--- src/rtl/counter_monitor_if.sv ---
// Signal bundle between an observed up/down counter and its monitor.
// master drives the observed counter signals and clear; slave is the monitor.
interface counter_monitor_if #(
  parameter int WIDTH     = 8,
  parameter int ERR_CNT_W = 8
);
  logic                 mon_rst;
  logic                 mon_enable;
  logic                 mon_direction;
  logic [WIDTH-1:0]     mon_count;
  logic                 clear;
  logic                 locked;
  logic [WIDTH-1:0]     expected;
  logic                 err;
  logic                 err_pulse;
  logic [ERR_CNT_W-1:0] err_count;
  logic [1:0]           err_code;

  modport master (
    output mon_rst, mon_enable, mon_direction, mon_count, clear,
    input  locked, expected, err, err_pulse, err_count, err_code
  );

  modport slave (
    input  mon_rst, mon_enable, mon_direction, mon_count, clear,
    output locked, expected, err, err_pulse, err_count, err_code
  );
endinterface

--- src/rtl/counter_monitor.sv ---
// Up/down counter observer: predicts each count from the previous sample and logs violations.
// Optional build macro COUNTER_MONITOR_NOWRAP_EN flags modulo wrap-around as a step error.
module counter_monitor #(
  parameter int WIDTH     = 8,
  parameter int ERR_CNT_W = 8
) (
  input logic               clk,
  input logic               rst_n,
  counter_monitor_if.slave  mon_bus
);

  typedef enum logic {ST_UNSYNC, ST_TRACK} state_t;

  localparam logic [1:0] CODE_RESET = 2'b01;
  localparam logic [1:0] CODE_HOLD  = 2'b10;
  localparam logic [1:0] CODE_STEP  = 2'b11;

  state_t               r_state;
  state_t               w_state_next;
  logic                 w_compare;
  logic                 w_locked;

  logic [WIDTH-1:0]     r_prev_count;
  logic                 r_prev_rst;
  logic                 r_prev_en;
  logic                 r_prev_dir;

  logic [WIDTH-1:0]     w_predict;
  logic                 w_mismatch;
  logic                 w_wrap;
  logic                 w_violation;
  logic [1:0]           w_code;

  logic                 r_err;
  logic                 r_err_pulse;
  logic [ERR_CNT_W-1:0] r_err_count;
  logic [1:0]           r_err_code;

  always_ff @(posedge clk) begin
    if (!rst_n) r_state <= ST_UNSYNC;
    else        r_state <= w_state_next;
  end

  // UNSYNC only captures the reference sample; checking starts in TRACK.
  always_comb begin
    w_state_next = r_state;
    w_compare    = 1'b0;
    w_locked     = 1'b0;
    case (r_state)
      ST_UNSYNC: w_state_next = ST_TRACK;
      ST_TRACK: begin
        w_compare = 1'b1;
        w_locked  = 1'b1;
      end
      default: w_state_next = ST_UNSYNC;
    endcase
  end

  always_ff @(posedge clk) begin
    if (!rst_n) begin
      r_prev_count <= '0;
      r_prev_rst   <= 1'b0;
      r_prev_en    <= 1'b0;
      r_prev_dir   <= 1'b0;
    end else begin
      r_prev_count <= mon_bus.mon_count;
      r_prev_rst   <= mon_bus.mon_rst;
      r_prev_en    <= mon_bus.mon_enable;
      r_prev_dir   <= mon_bus.mon_direction;
    end
  end

  always_comb begin
    if (r_prev_rst)      w_predict = '0;
    else if (!r_prev_en) w_predict = r_prev_count;
    else if (r_prev_dir) w_predict = r_prev_count + 1'b1;
    else                 w_predict = r_prev_count - 1'b1;
  end

  always_comb begin
    if (r_prev_rst)      w_code = CODE_RESET;
    else if (!r_prev_en) w_code = CODE_HOLD;
    else                 w_code = CODE_STEP;
  end

  assign w_mismatch = (mon_bus.mon_count != w_predict);

`ifdef COUNTER_MONITOR_NOWRAP_EN
  // A legal wrap still matches the prediction, so it is caught from the prior sample alone.
  assign w_wrap = r_prev_en && !r_prev_rst &&
                  (( r_prev_dir && (r_prev_count == {WIDTH{1'b1}})) ||
                   (!r_prev_dir && (r_prev_count == '0)));
`else
  assign w_wrap = 1'b0;
`endif

  assign w_violation = w_compare && (w_mismatch || w_wrap);

  always_ff @(posedge clk) begin
    if (!rst_n) begin
      r_err       <= 1'b0;
      r_err_pulse <= 1'b0;
      r_err_count <= '0;
      r_err_code  <= 2'b00;
    end else if (mon_bus.clear) begin
      r_err       <= 1'b0;
      r_err_pulse <= 1'b0;
      r_err_count <= '0;
      r_err_code  <= 2'b00;
    end else if (w_violation) begin
      r_err       <= 1'b1;
      r_err_pulse <= 1'b1;
      if (r_err_count != {ERR_CNT_W{1'b1}}) r_err_count <= r_err_count + 1'b1;
      if (!r_err) r_err_code <= w_code;
    end else begin
      r_err_pulse <= 1'b0;
    end
  end

  assign mon_bus.locked    = w_locked;
  assign mon_bus.expected  = w_locked ? w_predict : '0;
  assign mon_bus.err       = r_err;
  assign mon_bus.err_pulse = r_err_pulse;
  assign mon_bus.err_count = r_err_count;
  assign mon_bus.err_code  = r_err_code;

endmodule
--- src/flat_wrapper.sv ---
// flat-port wrapper written by rule: the top's interface ports become plain ports
module counter_monitor_flat 
#(
  parameter int WIDTH     = 8,
  parameter int ERR_CNT_W = 8
)
  (clk, rst_n, mon_bus_mon_rst, mon_bus_mon_enable, mon_bus_mon_direction, mon_bus_mon_count, mon_bus_clear, mon_bus_locked, mon_bus_expected, mon_bus_err, mon_bus_err_pulse, mon_bus_err_count, mon_bus_err_code);
  counter_monitor_if #(.WIDTH(WIDTH), .ERR_CNT_W(ERR_CNT_W)) mon_bus_i ();
  input logic clk;
  input logic rst_n;
  input wire logic [$bits(mon_bus_i.mon_rst)-1:0] mon_bus_mon_rst;
  input wire logic [$bits(mon_bus_i.mon_enable)-1:0] mon_bus_mon_enable;
  input wire logic [$bits(mon_bus_i.mon_direction)-1:0] mon_bus_mon_direction;
  input wire logic [$bits(mon_bus_i.mon_count)-1:0] mon_bus_mon_count;
  input wire logic [$bits(mon_bus_i.clear)-1:0] mon_bus_clear;
  output wire logic [$bits(mon_bus_i.locked)-1:0] mon_bus_locked;
  output wire logic [$bits(mon_bus_i.expected)-1:0] mon_bus_expected;
  output wire logic [$bits(mon_bus_i.err)-1:0] mon_bus_err;
  output wire logic [$bits(mon_bus_i.err_pulse)-1:0] mon_bus_err_pulse;
  output wire logic [$bits(mon_bus_i.err_count)-1:0] mon_bus_err_count;
  output wire logic [$bits(mon_bus_i.err_code)-1:0] mon_bus_err_code;
  assign mon_bus_i.mon_rst = mon_bus_mon_rst;
  assign mon_bus_i.mon_enable = mon_bus_mon_enable;
  assign mon_bus_i.mon_direction = mon_bus_mon_direction;
  assign mon_bus_i.mon_count = mon_bus_mon_count;
  assign mon_bus_i.clear = mon_bus_clear;
  assign mon_bus_locked = mon_bus_i.locked;
  assign mon_bus_expected = mon_bus_i.expected;
  assign mon_bus_err = mon_bus_i.err;
  assign mon_bus_err_pulse = mon_bus_i.err_pulse;
  assign mon_bus_err_count = mon_bus_i.err_count;
  assign mon_bus_err_code = mon_bus_i.err_code;
  counter_monitor #(.WIDTH(WIDTH), .ERR_CNT_W(ERR_CNT_W)) u_core (.clk(clk), .rst_n(rst_n), .mon_bus(mon_bus_i));
endmodule
--- config.mk ---
export PLATFORM = sky130hd
export DESIGN_NAME = counter_monitor_flat
export DESIGN_NICKNAME = d
export VERILOG_FILES = /design/src/rtl/counter_monitor_if.sv /design/src/rtl/counter_monitor.sv /design/src/flat_wrapper.sv
export SDC_FILE = /design/constraint.sdc
export NUM_CORES = 1
export LEC_CHECK = 0
export BUFFER_PORTS_ARGS = -buffer_cell sky130_fd_sc_hd__buf_4
export CAP_MARGIN = 20
export CORE_MARGIN = 3
export CORE_UTILIZATION = 58
export CTS_CLUSTER_SIZE = 24
export DETAILED_ROUTE_END_ITERATION = 6
export PLACE_DENSITY = 0.84
export SYNTH_ARGS = -nofsm -noshare
export SYNTH_HDL_FRONTEND = slang
export SYNTH_SLANG_ARGS = --single-unit
--- constraint.sdc ---
create_clock -name clk -period 4.8 [get_ports clk]
set_input_delay 0.24 -clock clk [delete_from_list [all_inputs] [get_ports clk]]
set_output_delay 0.24 -clock clk [all_outputs]
set_load 0.02 [all_outputs]
---- Word-level counts from Yosys, hierarchy flattened ----
Index checks and enable logic that the tools add are counted.
W data, S select, Z words.
storage, ports and cells
  bits in registers ....................... 24
  input bits .............................. 14
  output and inout port bits .............. 21
  logic and storage cells ................. 29
cells by class
  $add $sub $neg .......................... 3
  equality and inequality tests ........... 2
  mux-type cells .......................... 9
  bitwise gates (word level) .............. 2
  reduce and logical (&&, ||, !) cells .... 4
operator list
  cell                   number
  $mux W8                4
  $add A8 B1 Y8 const B  2
  $ne A8 B8 Y1           1
  $ne A8 B8 Y1 const B   1
  $sub A8 B1 Y8 const B  1
  $mux W1                4
  $reduce_and A2 Y1      2
  $mux W2                1
  $not A1 Y1             2
  $reduce_or A2 Y1       1
  $logic_and A1 B1 Y1    1

---- Depth between registers and ports, before layout ----
Gate-level depths: netlist (run 1).
  word-level depth ........................ 7
  depth in mapped cells ................... 12
  mapped depth without buffers ............ 10

---- Least setup slack after synthesis (run 1) ----
OpenSTA, ideal clock, no wires.
  path type ............................... register to register
  from .................................... reg u_core.r_prev_dir
  to ...................................... reg u_core.r_err_code[0] (netlist: u_core.mon_bus.err_code[0])
  library setup time ...................... 0.091 ns
  arrival time ............................ 3.015 ns
  data required time ...................... 4.709 ns
  slack ................................... 1.694 ns
  cell stages (with the launch flop) ...... 12
  path buffers ............................ 1
  cells stage by stage .................... dfxtp_1 -> inv_1 -> ha_1 -> and3_1 -> a211o_2 -> mux2i_1 -> or4_4 -> and3_4 -> o41ai_4 -> buf_6 -> nor2_2 -> a311oi_1
on the way
  word-level cells in the longest chain between the ends .. 6
RTL lines
  item                         line                    source
  start: declaration           counter_monitor.sv:26   logic r_prev_dir;
  start signal: assignment     counter_monitor.sv:69   r_prev_dir <= mon_bus.mon_direction;
  $mux W8                      counter_monitor.sv:76   else if (r_prev_dir) w_predict = r_prev_count + 1'b1;
  $mux W8                      counter_monitor.sv:75   else if (!r_prev_en) w_predict = r_prev_count;
  $mux W8                      counter_monitor.sv:74   if (r_prev_rst) w_predict = '0;
  $ne A8 B8 Y1                 counter_monitor.sv:86   assign w_mismatch = (mon_bus.mon_count != w_predict);
  $logic_and A1 B1 Y1          counter_monitor.sv:97   assign w_violation = w_compare && (w_mismatch || w_wrap);
  $reduce_and A2 Y1 (no line)  -
  end signal: assignment       counter_monitor.sv:114  if (!r_err) r_err_code <= w_code;
  end: declaration             counter_monitor.sv:37   logic [1:0] r_err_code;
Every way passes these cells.
A chain may end at the register's enable or synchronous reset.

---- Worst setup path in the final report (run 1) ----
  from .................................... reg u_core.r_prev_dir
  to ...................................... reg u_core.r_err_count[7] (netlist: u_core.mon_bus.err_count[7])
on the way
  word-level cells in the longest chain between the ends .. 6
RTL lines
  item                         line                    source
  $mux W8                      counter_monitor.sv:76
  $mux W8                      counter_monitor.sv:75
  $mux W8                      counter_monitor.sv:74
  $ne A8 B8 Y1                 counter_monitor.sv:86
  $logic_and A1 B1 Y1          counter_monitor.sv:97
  $reduce_and A2 Y1 (no line)  -
  end signal: assignment       counter_monitor.sv:113  if (r_err_count != {ERR_CNT_W{1'b1}}) r_err_count <= r_err_count + 1'b1;
  end: declaration             counter_monitor.sv:36   logic [ERR_CNT_W-1:0] r_err_count;
Every way passes these cells.

==> reports/qor.txt, run 1 <==
# fillers: 187
Worst-path cell chain: inv_1 -> ha_1 -> and3_1 -> a211o_2 -> mux2i_1 -> or4_4 -> and3_4 -> o41ai_4 -> nor4_1 -> a211oi_2
Dpl cell area: 1890 sq um
Max-slew violation count: 0
Post-route cell area: 1950 sq um
Fin. Hold Viols: 0
CTS tree: yes
Rows: 18
Nature of the critical path endpoint: register
Antenna Nets Post-Route: 0
Via count: 1,616
Final setup TNS: 0 ns
Distinct cells, synth: 53
P per Cell Area: 258 nW/um^2
Die area: 3510 sq um
Syn_area_per_cell: 8.32 sq um
H-tree depth: 1
Tmin final: 3.60 ns
Vias per std cell: 6.26
Antenna cells: 0
Buffers on Ports: 34
Clk slew on worst S/H paths: 0.14 ns
Final Cycle Share: 75.1%
Root buf cell: clkbuf_4
Pin count of the biggest net entering global routing: 20
Num CTS Buffers: 3
CP Data Arrival Time: 3.86 ns
Post-Route WL: 4.22 mm
Synth top area cells: dfxtp_1, and2_1, ha_1
Outcome: finished, final reports clean
Ys flop type: dfxtp_1
Die Y: 59.3 um
Crit Path Class: register to register
Critical path's slowest cell: o41ai_4
Worst min path class: input pin to register
Ys Warns: 0
Starting Density: 63.6%
Cell taking the most area after synthesis: dfxtp_1
Slew @ Worst Pin: 0.740 ns
Maxcap violations: 0
Initial antenna violation count: 0
First-pass GRT wire length: 7.15 mm
Final nets: 251
Routed wire length per instance: 16.4 um
Drc violations: 0
Setup-failing EPs final: 0
Number of DRC markers in iteration 0: 76
Achievable Freq: 0.277 GHz
Core area: 2590 sq um
Dpl hpwl: 3.22 mm
Clk Latency, worst-skew pair: 0.32 ns
TritonRoute pass-1 iters: 5
Leakage: 0.821 nW
Crit Path Max Fanout: 14
Hold buffer count at CTS: 0
# IOs: 35
Clock sink count: 24
Area Growth Syn to Fin: 18.2%
Die Width: 59.3 um
Routability congestion estimate: 0.987
Post-Syn Area: 1650 sq um
Cells after Synth: 198
Resize count post-CTS: 0
Layout cells sized above 1: 20.6%
CP required: 5.05 ns
Skew final: 0.00436 ns
Clock tree buffer depth: 2
Worst vdd ir: 0.289 mV
Slew Limit Headroom: 50.6%
Syn_nets: 220
Post-synth EDFFs: 0
Register area share after synthesis: 29.2%
Unrepaired setup endpoints after global routing: no
Type of element launching the critical path: register
Area share of the largest cell type after synthesis: 29.2%
Grt total ovfl: 0
Yosys reg bits: 24
Critical Path Max Stage Delay: 0.69 ns
Vias in the first global route: 1,542
# Post-CTS Setup Buffers: 0
Post-synth ARST share: 0%
Global Route Usage Sum: 26.4%
==> synthesized netlist by cell type (5+ instances only) <==
library cell,count
dfxtp_1,24
nor2_1,18
a21oi_1,16
and2_1,14
inv_1,11
nand2_1,9
ha_1,7
mux2i_1,7
xnor2_1,6
and3_1,5
nor2b_1,5
nor3_1,5
==> metal layers <==
metal / share of wire, % / global-route usage (%) / up-vias / routed length, um
li1: - / - / 788 / -
met1: 42 / 35.2 / 736 / 1780
met2: 47 / 42.4 / 81 / 1980
met3: 9.0 / 3.70 / 11 / 382
met4: 1.9 / 10.7 / 0 / 81
met5: 0 / 0 / - / 0
==> final cells by class <==
type                            count  area (sq um)  area share, %
Sequential cell                    24           480           24.7
Clock buffer                        3          22.5           1.16
Multi-Input combinational cell    155          1080           55.4
Timing Repair Buffer               34           255           13.1
Inverter                           11          41.3           2.12
Clock inverter                      1          30.0           1.54
Tap cell                           30          37.5           1.93
==> sequential cells by signal, indices dropped and copies added (netlist names) <==
| register | flops |
|---|---|
| u_core.mon_bus.err_count | 8 |
| u_core.r_prev_count | 8 |
| u_core.mon_bus.err_code | 2 |
| u_core.mon_bus.err | 1 |
| u_core.mon_bus.err_pulse | 1 |
| u_core.r_prev_dir | 1 |
| u_core.r_prev_en | 1 |
| u_core.r_prev_rst | 1 |
| u_core.r_state | 1 |
==> worst max-delay path: cells and delay by family, from the launching register on <==
kind                       cells  cell delay [ns]
AOI/OAI and AO/OA              3             1.28
adders and majority gates      1             0.41
buffers and inverters          1             0.18
DFF                            1             0.41
muxes                          1             0.17
and+or+nand+nor                4             1.08
==> kinds of logic (layout without fill, tap and decap cells) <==
family          count (synthesis)  count (layout)  share of synthesized area (%)
simple gates                   80              80                           26.8
xor+xnor                        7               7                           3.72
mux                             8               8                           4.94
buf+inv                        19              49                           5.32
compound gates                 52              52                           23.5
flops                          24              24                           29.2
fa+ha+maj                       8               8                           6.53
==> placed cells by master, fill, tap and decap left out, types with 2 or more instances in the layout <==
cell type,instances
ha_1,7
or4_1,4
o31ai_1,3
nor2_1,18
a21oi_1,16
and3_1,5
and2_1,14
buf_4,34
or3_1,3
nor2b_1,5
nand3_1,3
clkbuf_4,3
inv_1,11
nand2_1,9
xnor2_1,6
a21o_1,3
nor3_1,5
o211ai_1,3
nand2b_1,3
nor4_1,4
mux2i_1,7
o21ai_0,4
nand4_1,2
dfxtp_1,24
a22o_1,2
a211oi_1,4
==> where the power goes <==
part           total, mW  switching (mW)  internal, mW
Clock              0.149          0.0646        0.0845
Sequential         0.218          0.0112         0.207
Combinational      0.135          0.0742        0.0613
==> stage by stage <==
step / hold slack [ns] / instances / utilization, % / setup slack [ns] / total power [mW]
floorplan: 0.268 / 198 / - / 1.69 / 0.316
global placement: 0.447 / 254 / 73.1 / 1.42 / 0.352
detailed placement: 0.458 / 254 / 73.1 / 1.26 / 0.355
CTS: 0.116 / 258 / 75.1 / 1.21 / 0.503
global route: 0.118 / 258 / 75.1 / 0.905 / 0.526
finish: 0.118 / 258 / 75.1 / 1.20 / 0.503
==> path summary, 6_finish.rpt <==
check,startpoint,endpoint,slack (ns),cells after the start
worst min-delay path,mon_bus_mon_rst,u_core.r_prev_rst$_SDFF_PN0_,0.12,2
worst max register to register,u_core.r_prev_dir$_SDFF_PN0_,u_core.mon_bus.err_count[7]$_SDFFE_PP0P_,1.20,10
worst min register to register,u_core.mon_bus.err_count[5]$_SDFFE_PP0P_,u_core.mon_bus.err_count[5]$_SDFFE_PP0P_,0.53,2
worst max-delay path,u_core.r_prev_dir$_SDFF_PN0_,u_core.mon_bus.err_count[7]$_SDFFE_PP0P_,1.20,10
No activity file was read; power rests on OpenSTA's default activity.
==> inputs of run 2 (changes only) <==
- ABC_AREA: default -> 1
- CORE_UTILIZATION: 58 -> 49
- PLACE_DENSITY: 0.84 -> 0.76
- clock period: 4.8 -> 3.3 ns (I/O delays scaled with it)
==> run 2 against run 1 <==
Net effect: die area rose by 17%; worst setup slack worse by 0.47 ns; sequential power grew 45%; maximum frequency up 40%; cell count grew 35%; global-route usage fell by 7.1 points; combinational power rose by 29%; largest power group unchanged; clock-buffer cell count did not move.
==> reports/qor.txt, run 2 <==
Starting Density: 52.8% (-11 points)
Slew @ Worst Pin: 0.529 ns (-0.212 ns)
Die Y: 64.1 um (+8.1%)
Post-Route WL: 3.65 mm (-14%)
Antenna cells: 0 (unchanged)
Ys Warns: 0 (unchanged)
Distinct cells, synth: 22 (-58%)
Register area share after synthesis: 29.1% (-0.11 points)
Hold path endpoint: u_core.r_prev_rst$_SDFF_PN0_
Final Cycle Share: 78.0% (+2.9 points)
Initial antenna violation count: 0 (unchanged)
Achievable Freq: 0.388 GHz (+40%)
Crit Path Max Fanout: 13 (-1)
CTS tree: yes
Most common cell in the netlist: nand2_1
# IOs: 35 (unchanged)
DP Cell Count: 345 (+36%)
Area share of the largest cell type after synthesis: 29.1% (-0.11 points)
DR top layer: met4
Skew final: 0.00832 ns (+0.00396 ns)
Worst r2r path cells: 16 (+6)
Final setup TNS: 0 ns (unchanged)
Num CTS Buffers: 3 (unchanged)
Via count: 1,633 (+1.1%)
Dpl hpwl: 2.81 mm (-13%)
Total chip power: 708 uW (+41%)
Worst vdd ir: 0.261 mV (-9.7%)
Pin count of the biggest net entering global routing: 16 (-20%)
Routed wl met2: 1.64 mm (-17%)
Clk slew on worst S/H paths: 0.14 ns (about the same)
Worst hold start: mon_bus_mon_rst
Leakage: 1.14 nW (+39%)
Unrepaired setup endpoints after global routing: no
Setup ws final: 0.725 ns (-0.471 ns)
Crit Path Class: register to register
Hold buffer count at CTS: 0 (unchanged)
Post-route cell area: 1970 sq um (+1.3%)
Routability congestion estimate: 0.863 (-13%)
Core area: 3130 sq um (+21%)
Routed wire length per instance: 10.5 um (-36%)
Outcome: finished, final reports clean
Number of DRC markers in iteration 0: 78 (+2.6%)
Cell taking the most area after synthesis: dfxtp_1
Vias in the first global route: 1,470 (-4.7%)
P per Cell Area: 359 nW/um^2 (+39%)
Post-synth EDFFs: 0 (unchanged)
Final nets: 328 (+31%)
Root buf cell: clkbuf_4
Vias per std cell: 4.68 (-25%)
Maxcap violations: 0 (unchanged)
Antenna Nets Post-Route: 0 (unchanged)
R2r setup slk: 0.73 ns (-0.47 ns)
Worst slack, placed: 0.761 ns (-0.496 ns)
Global Route Usage Sum: 19.3% (-7.1 points)
Die Width: 64.1 um (+8.1%)
Worst min path class: input pin to register
# fillers: 310 (+66%)
Syn_nets: 294 (+34%)
Setup-failing EPs final: 0 (unchanged)
Met3 routed WL: 244 um (-36%)
Drc violations: 0 (unchanged)
Rows: 20 (+2)
Area Growth Syn to Fin: 19.2%
TritonRoute pass-1 iters: 4 (-1)
Clk Latency, worst-skew pair: 0.33 ns (about the same)
Die area: 4110 sq um (+17%)
Nature of the critical path endpoint: register
Ys flop type: dfxtp_1
CP required: 3.54 ns (-1.51 ns)
Tmin final: 2.57 ns (-1.03 ns)
H-tree depth: 1 (unchanged)
Metal-1 WL: 1.72 mm (-3.4%)
Yosys reg bits: 24 (unchanged)
Slew Limit Headroom: 64.7% (+14 points)
Cells after Synth: 272 (+37%)
Hold Crit Depth: 3 (+1)
Reg-to-reg critical path endpoint: u_core.mon_bus.err_count[1]$_SDFFE_PP0P_
Layout cells sized above 1: 16.1% (-4.5 points)
Fin. Hold Viols: 0 (unchanged)
Dpl cell area: 1920 sq um (+1.3%)
Post-synth ARST share: 0% (unchanged)
Syn_area_per_cell: 6.08 sq um (-27%)
Worst r2r src: u_core.r_prev_dir$_SDFF_PN0_
Clock sink count: 24 (unchanged)
Most frequent standard cell in the layout excluding fill and tap cells: nand2_1
# Post-CTS Setup Buffers: 0 (unchanged)
Post-synth top cells: nand2_1, inv_1, nor2_1
Max-slew violation count: 0 (unchanged)
CP Data Arrival Time: 2.82 ns (-1.04 ns)
Grt total ovfl: 0 (unchanged)
Type of element launching the critical path: register
Buffers on Ports: 34 (unchanged)
Synth top area cells: dfxtp_1, nand2_1, inv_1
First-pass GRT wire length: 6.29 mm (-12%)
Post-Syn Area: 1650 sq um (+0.38%)
Layout Cells excl Fill: 349 (+35%)
Clock tree buffer depth: 2 (unchanged)
Most frequent cells in the layout: nand2_1, inv_1, nor2_1
Resize count post-CTS: 0 (unchanged)
run 2: area by class of cell:
class | count | area, sq um | share of cell area, %
multi-input cells | 186 | 913 | 46.3
flip-flops and latches | 24 | 480 | 24.4
repair buffers | 34 | 255 | 13.0
inverters | 57 | 214 | 10.9
well taps | 44 | 55.1 | 2.79
clock inverters | 1 | 30.0 | 1.52
clock buffers | 3 | 22.5 | 1.14
run 2: worst max path at each step:
stage	depth (start not counted)	to	startpoint
2_1_floorplan	17	u_core.mon_bus.err_count[3]$_SDFFE_PP0P_	u_core.r_prev_dir$_SDFF_PN0_
3_3_place_gp	16	u_core.mon_bus.err_count[1]$_SDFFE_PP0P_	u_core.r_prev_dir$_SDFF_PN0_
4_1_cts	16	u_core.mon_bus.err_count[1]$_SDFFE_PP0P_	u_core.r_prev_dir$_SDFF_PN0_
5_1_grt	16	u_core.mon_bus.err_count[1]$_SDFFE_PP0P_	u_core.r_prev_dir$_SDFF_PN0_
3_5_place_dp	16	u_core.mon_bus.err_count[1]$_SDFFE_PP0P_	u_core.r_prev_dir$_SDFF_PN0_
6_report	16	u_core.mon_bus.err_count[1]$_SDFFE_PP0P_	u_core.r_prev_dir$_SDFF_PN0_
run 2: stage by stage:
stage	util (%)	hold slack, ns
floorplan	-	0.193
global placement	61.3	0.350
global route	63.0	0.0204
finish	63.0	0.0136
detailed placement	61.3	0.353
CTS	63.0	0.00862
run 2: cells by family after synthesis:
logic type	count (synthesis)	share of synthesized area (%)
DFF	24	29.1
adders and majority gates	8	6.51
buffers and inverters	62	15.7
AOI/OAI and AO/OA	7	2.12
and+or+nand+nor	167	44.5
xor gates and xnor gates	4	2.12
run 2: where the power goes:
group	switching, mW	total, mW	internal (mW)
Sequential	0.0152	0.317	0.302
Clock	0.0950	0.218	0.123
Combinational	0.104	0.174	0.0702
Total	0.214	0.708	0.495
run 2: critical path, stage by stage, from the launching register on:
cell and delay (ns):
dfxtp_1 0.37, inv_1 0.15, fa_1 0.46, nand2_1 0.09
inv_1 0.04, o21ai_1 0.17, nand2_1 0.10, nand2_1 0.08
nand2_2 0.04, nor2_1 0.12, nand3_1 0.10, nor2_2 0.11
nand3_2 0.23, nand3_1 0.25, nand2_1 0.07, nand2_1 0.06
nor2_1 0.03
run 2: per-layer routing:
layer | up-vias | track usage [%]
li1 | 887 | -
met1 | 693 | 24.0
met2 | 48 | 32.0
met3 | 5 | 4.04
met4 | 0 | 8.36
met5 | - | 0
==> inputs of run 3 (changes only) <==
- ABC_AREA: 1 -> 0
- clock period: 3.3 -> 2.1 ns (I/O delays scaled with it)
==> run 3 against run 2 <==
Net effect: the run now ends with negative hold slack, negative setup slack left; clock-buffer cell count increased by 1; sequential power increased by 56%; global-route usage increased by 9.2 points; clock skew increased by 0.0062 ns; total power increased by 88%; critical endpoint is now u_core.mon_bus.err_count[5]$_SDFFE_PP0P_; largest power group is now combinational cells.
==> reports/qor.txt, run 3 (same netlist as run 1, synthesis figures left out) <==
Outcome: complete, but fails checks
Failing checks: negative hold slack, negative setup slack
Most frequent standard cell in the layout excluding fill and tap cells: buf_4
# IOs: 35 (unchanged)
Skew final: 0.0145 ns (+0.00619 ns)
Register share of total power: 37.2% (-7.5 points)
Antenna Nets Post-Route: 0 (unchanged)
CTS tree: yes
CP required: 2.37 ns (-1.17 ns)
Type of element launching the critical path: register
Crit Path Class: register to register
Final Cycle Share: 148% (+70 points)
Number of DRC markers in iteration 0: 175 (+120%)
CP Data Arrival Time: 3.38 ns (+0.56 ns)
Final setup TNS: -12.72 ns (-12.72 ns)
Vias per std cell: 5.83 (+25%)
Grt total ovfl: 0 (unchanged)
Nature of the critical path endpoint: register
Fin. Hold Viols: 1 (+1)
Post-Route WL: 5.80 mm (+59%)
Worst vdd ir: 0.301 mV (+15%)
Num CTS Buffers: 3 (unchanged)
Maxcap violations: 0 (unchanged)
Die area: 4090 sq um (-0.34%)
Area Growth Syn to Fin: 59.3%
H-tree depth: 1 (unchanged)
Area of the multi-input gates: 1290 sq um (+41%)
Root buf cell: clkbuf_4
Leakage: 1.13 nW (-1.4%)
Core area: 3130 sq um (unchanged)
Pin count of the biggest net entering global routing: 15 (-1)
Clk Latency, worst-skew pair: 0.34 ns (about the same)
Initial antenna violation count: 0 (unchanged)
Setup-failing EPs final: 17 (+17)
Die Y: 64.0 um (-0.17%)
Layout cells sized above 1: 46.3% (+30 points)
Clock tree buffer depth: 2 (unchanged)
Via count: 1,908 (+17%)
TritonRoute pass-1 iters: 4 (unchanged)
Rows: 20 (unchanged)
Clk slew on worst S/H paths: 0.16 ns (+0.02 ns)
Antenna cells: 0 (unchanged)
Setup ws final: -1.00 ns (-1.73 ns)
Max-slew violation count: 0 (unchanged)
Register Area: 487 sq um (+1.3%)
Slew Limit Headroom: 62.0% (-2.7 points)
Clock sink count: 24 (unchanged)
Int Pwr: 890 uW (+80%)
Starting Density: 52.6% (-0.20 points)
Comb pwr share: 39.0% (+15 points)
Routability congestion estimate: 0.875 (+1.3%)
Worst slack, placed: -0.957 ns (-1.72 ns)
Unrepaired setup endpoints after global routing: yes
Die Width: 64.0 um (-0.17%)
# fillers: 192 (-38%)
Drc violations: 0 (unchanged)
Dpl hpwl: 3.78 mm (+35%)
Achievable Freq: 0.322 GHz (-17%)
Part of the power in the clock network: 23.8% (-7.0 points)
First-pass GRT wire length: 9.29 mm (+48%)
Vias in the first global route: 1,968 (+34%)
Most frequent cells in the layout: buf_4, dfxtp_1, nor2_1
Buffers on Ports: 34 (unchanged)
Routed wire length per instance: 17.7 um (+70%)
P per Cell Area: 506 nW/um^2 (+41%)
Tmin final: 3.10 ns (+0.529 ns)
Switch Pwr: 438 uW (+110%)
Total chip power: 1.33 mW (+88%)
Final nets: 306 (-6.7%)
Crit Path Max Fanout: 7 (-6)
Final core utilization: 83.9% (+21 points)
Global Route Usage Sum: 28.5% (+9.2 points)
Hold WS: -0.0104 ns (-0.0240 ns)
Slew @ Worst Pin: 0.570 ns (+0.0409 ns)
Worst min path class: input pin to register
Net Sw Frac: 33.0% (+2.8 points)
-- run 3: cell count changes in the layout (fill, tap and decap cells not counted), moves of 14 or more --
cell     change
nand2_1     -71
buf_4       +46
inv_1       -46
nand3_1     -26
nor2_1      -20
and2_1      +14
-- run 3: critical path: stages, from the launching register on --
cell and delay [ns]:
dfxtp_4 0.40, inv_8 0.10, ha_4 0.20, a21o_1 0.18
a211o_4 0.34, mux2i_2 0.16, or4_4 0.52, a21oi_4 0.18
o41ai_4 0.11, buf_4 0.18, or4_1 0.53, a21oi_2 0.13
-- run 3: final timing paths --
check | startpoint | to | slack, ns | cells after the start
max | u_core.r_prev_dir$_SDFF_PN0_ | u_core.mon_bus.err_count[5]$_SDFFE_PP0P_ | -1.00 | 11
min | mon_bus_mon_count[4] | u_core.r_prev_count[4]$_SDFF_PN0_ | -0.01 | 2
max reg2reg | u_core.r_prev_dir$_SDFF_PN0_ | u_core.mon_bus.err_count[5]$_SDFFE_PP0P_ | -1.00 | 11
min reg2reg | u_core.mon_bus.err_code[1]$_SDFFE_PP0P_ | u_core.mon_bus.err_code[1]$_SDFFE_PP0P_ | 0.55 | 2
-- run 3: layout make-up --
class,instances,share of cell area [%]
inverters,11,1.86
multi-input cells,155,49.2
well taps,44,2.10
clock buffers,4,1.81
repair buffers,89,26.5
flip-flops and latches,24,18.6
-- run 3: timing repair --
action                                 4_1_cts  5_1_grt
buffers inserted                             5        1
cloned                                       1        0
resized for setup                           17       15
hold buffers                                 6        0
pin swaps                                   12       13
setup endpoints to repair                   17       18
endpoints found under the hold margin        6        0
-- run 3: power by group through the flow --
stage / registers [mW] / clock network (mW) / logic, mW
floorplan: 0.504 / 0 / 0.240
global placement: 0.501 / 0 / 0.412
detailed placement: 0.502 / 0 / 0.426
CTS: 0.492 / 0.303 / 0.479
global route: 0.497 / 0.323 / 0.556
finish: 0.494 / 0.316 / 0.518
-- run 3: per-stage QoR --
step,std cells,hold WS (ns),cell area [sq um]
floorplan,198,0.133,1730
global placement,311,0.312,2320
detailed placement,311,0.317,2320
CTS,326,0.00499,2540
global route,327,0.0104,2620
finish,327,-0.0104,2620
-- run 3: metal layers --
layer	global-route usage, %	up-vias	share of wire (%)
met3	5.10	21	6.9
met1	36.5	912	42
met2	49.2	81	49
met4	7.28	0	2.3
met5	0	-	0
li1	-	894	-
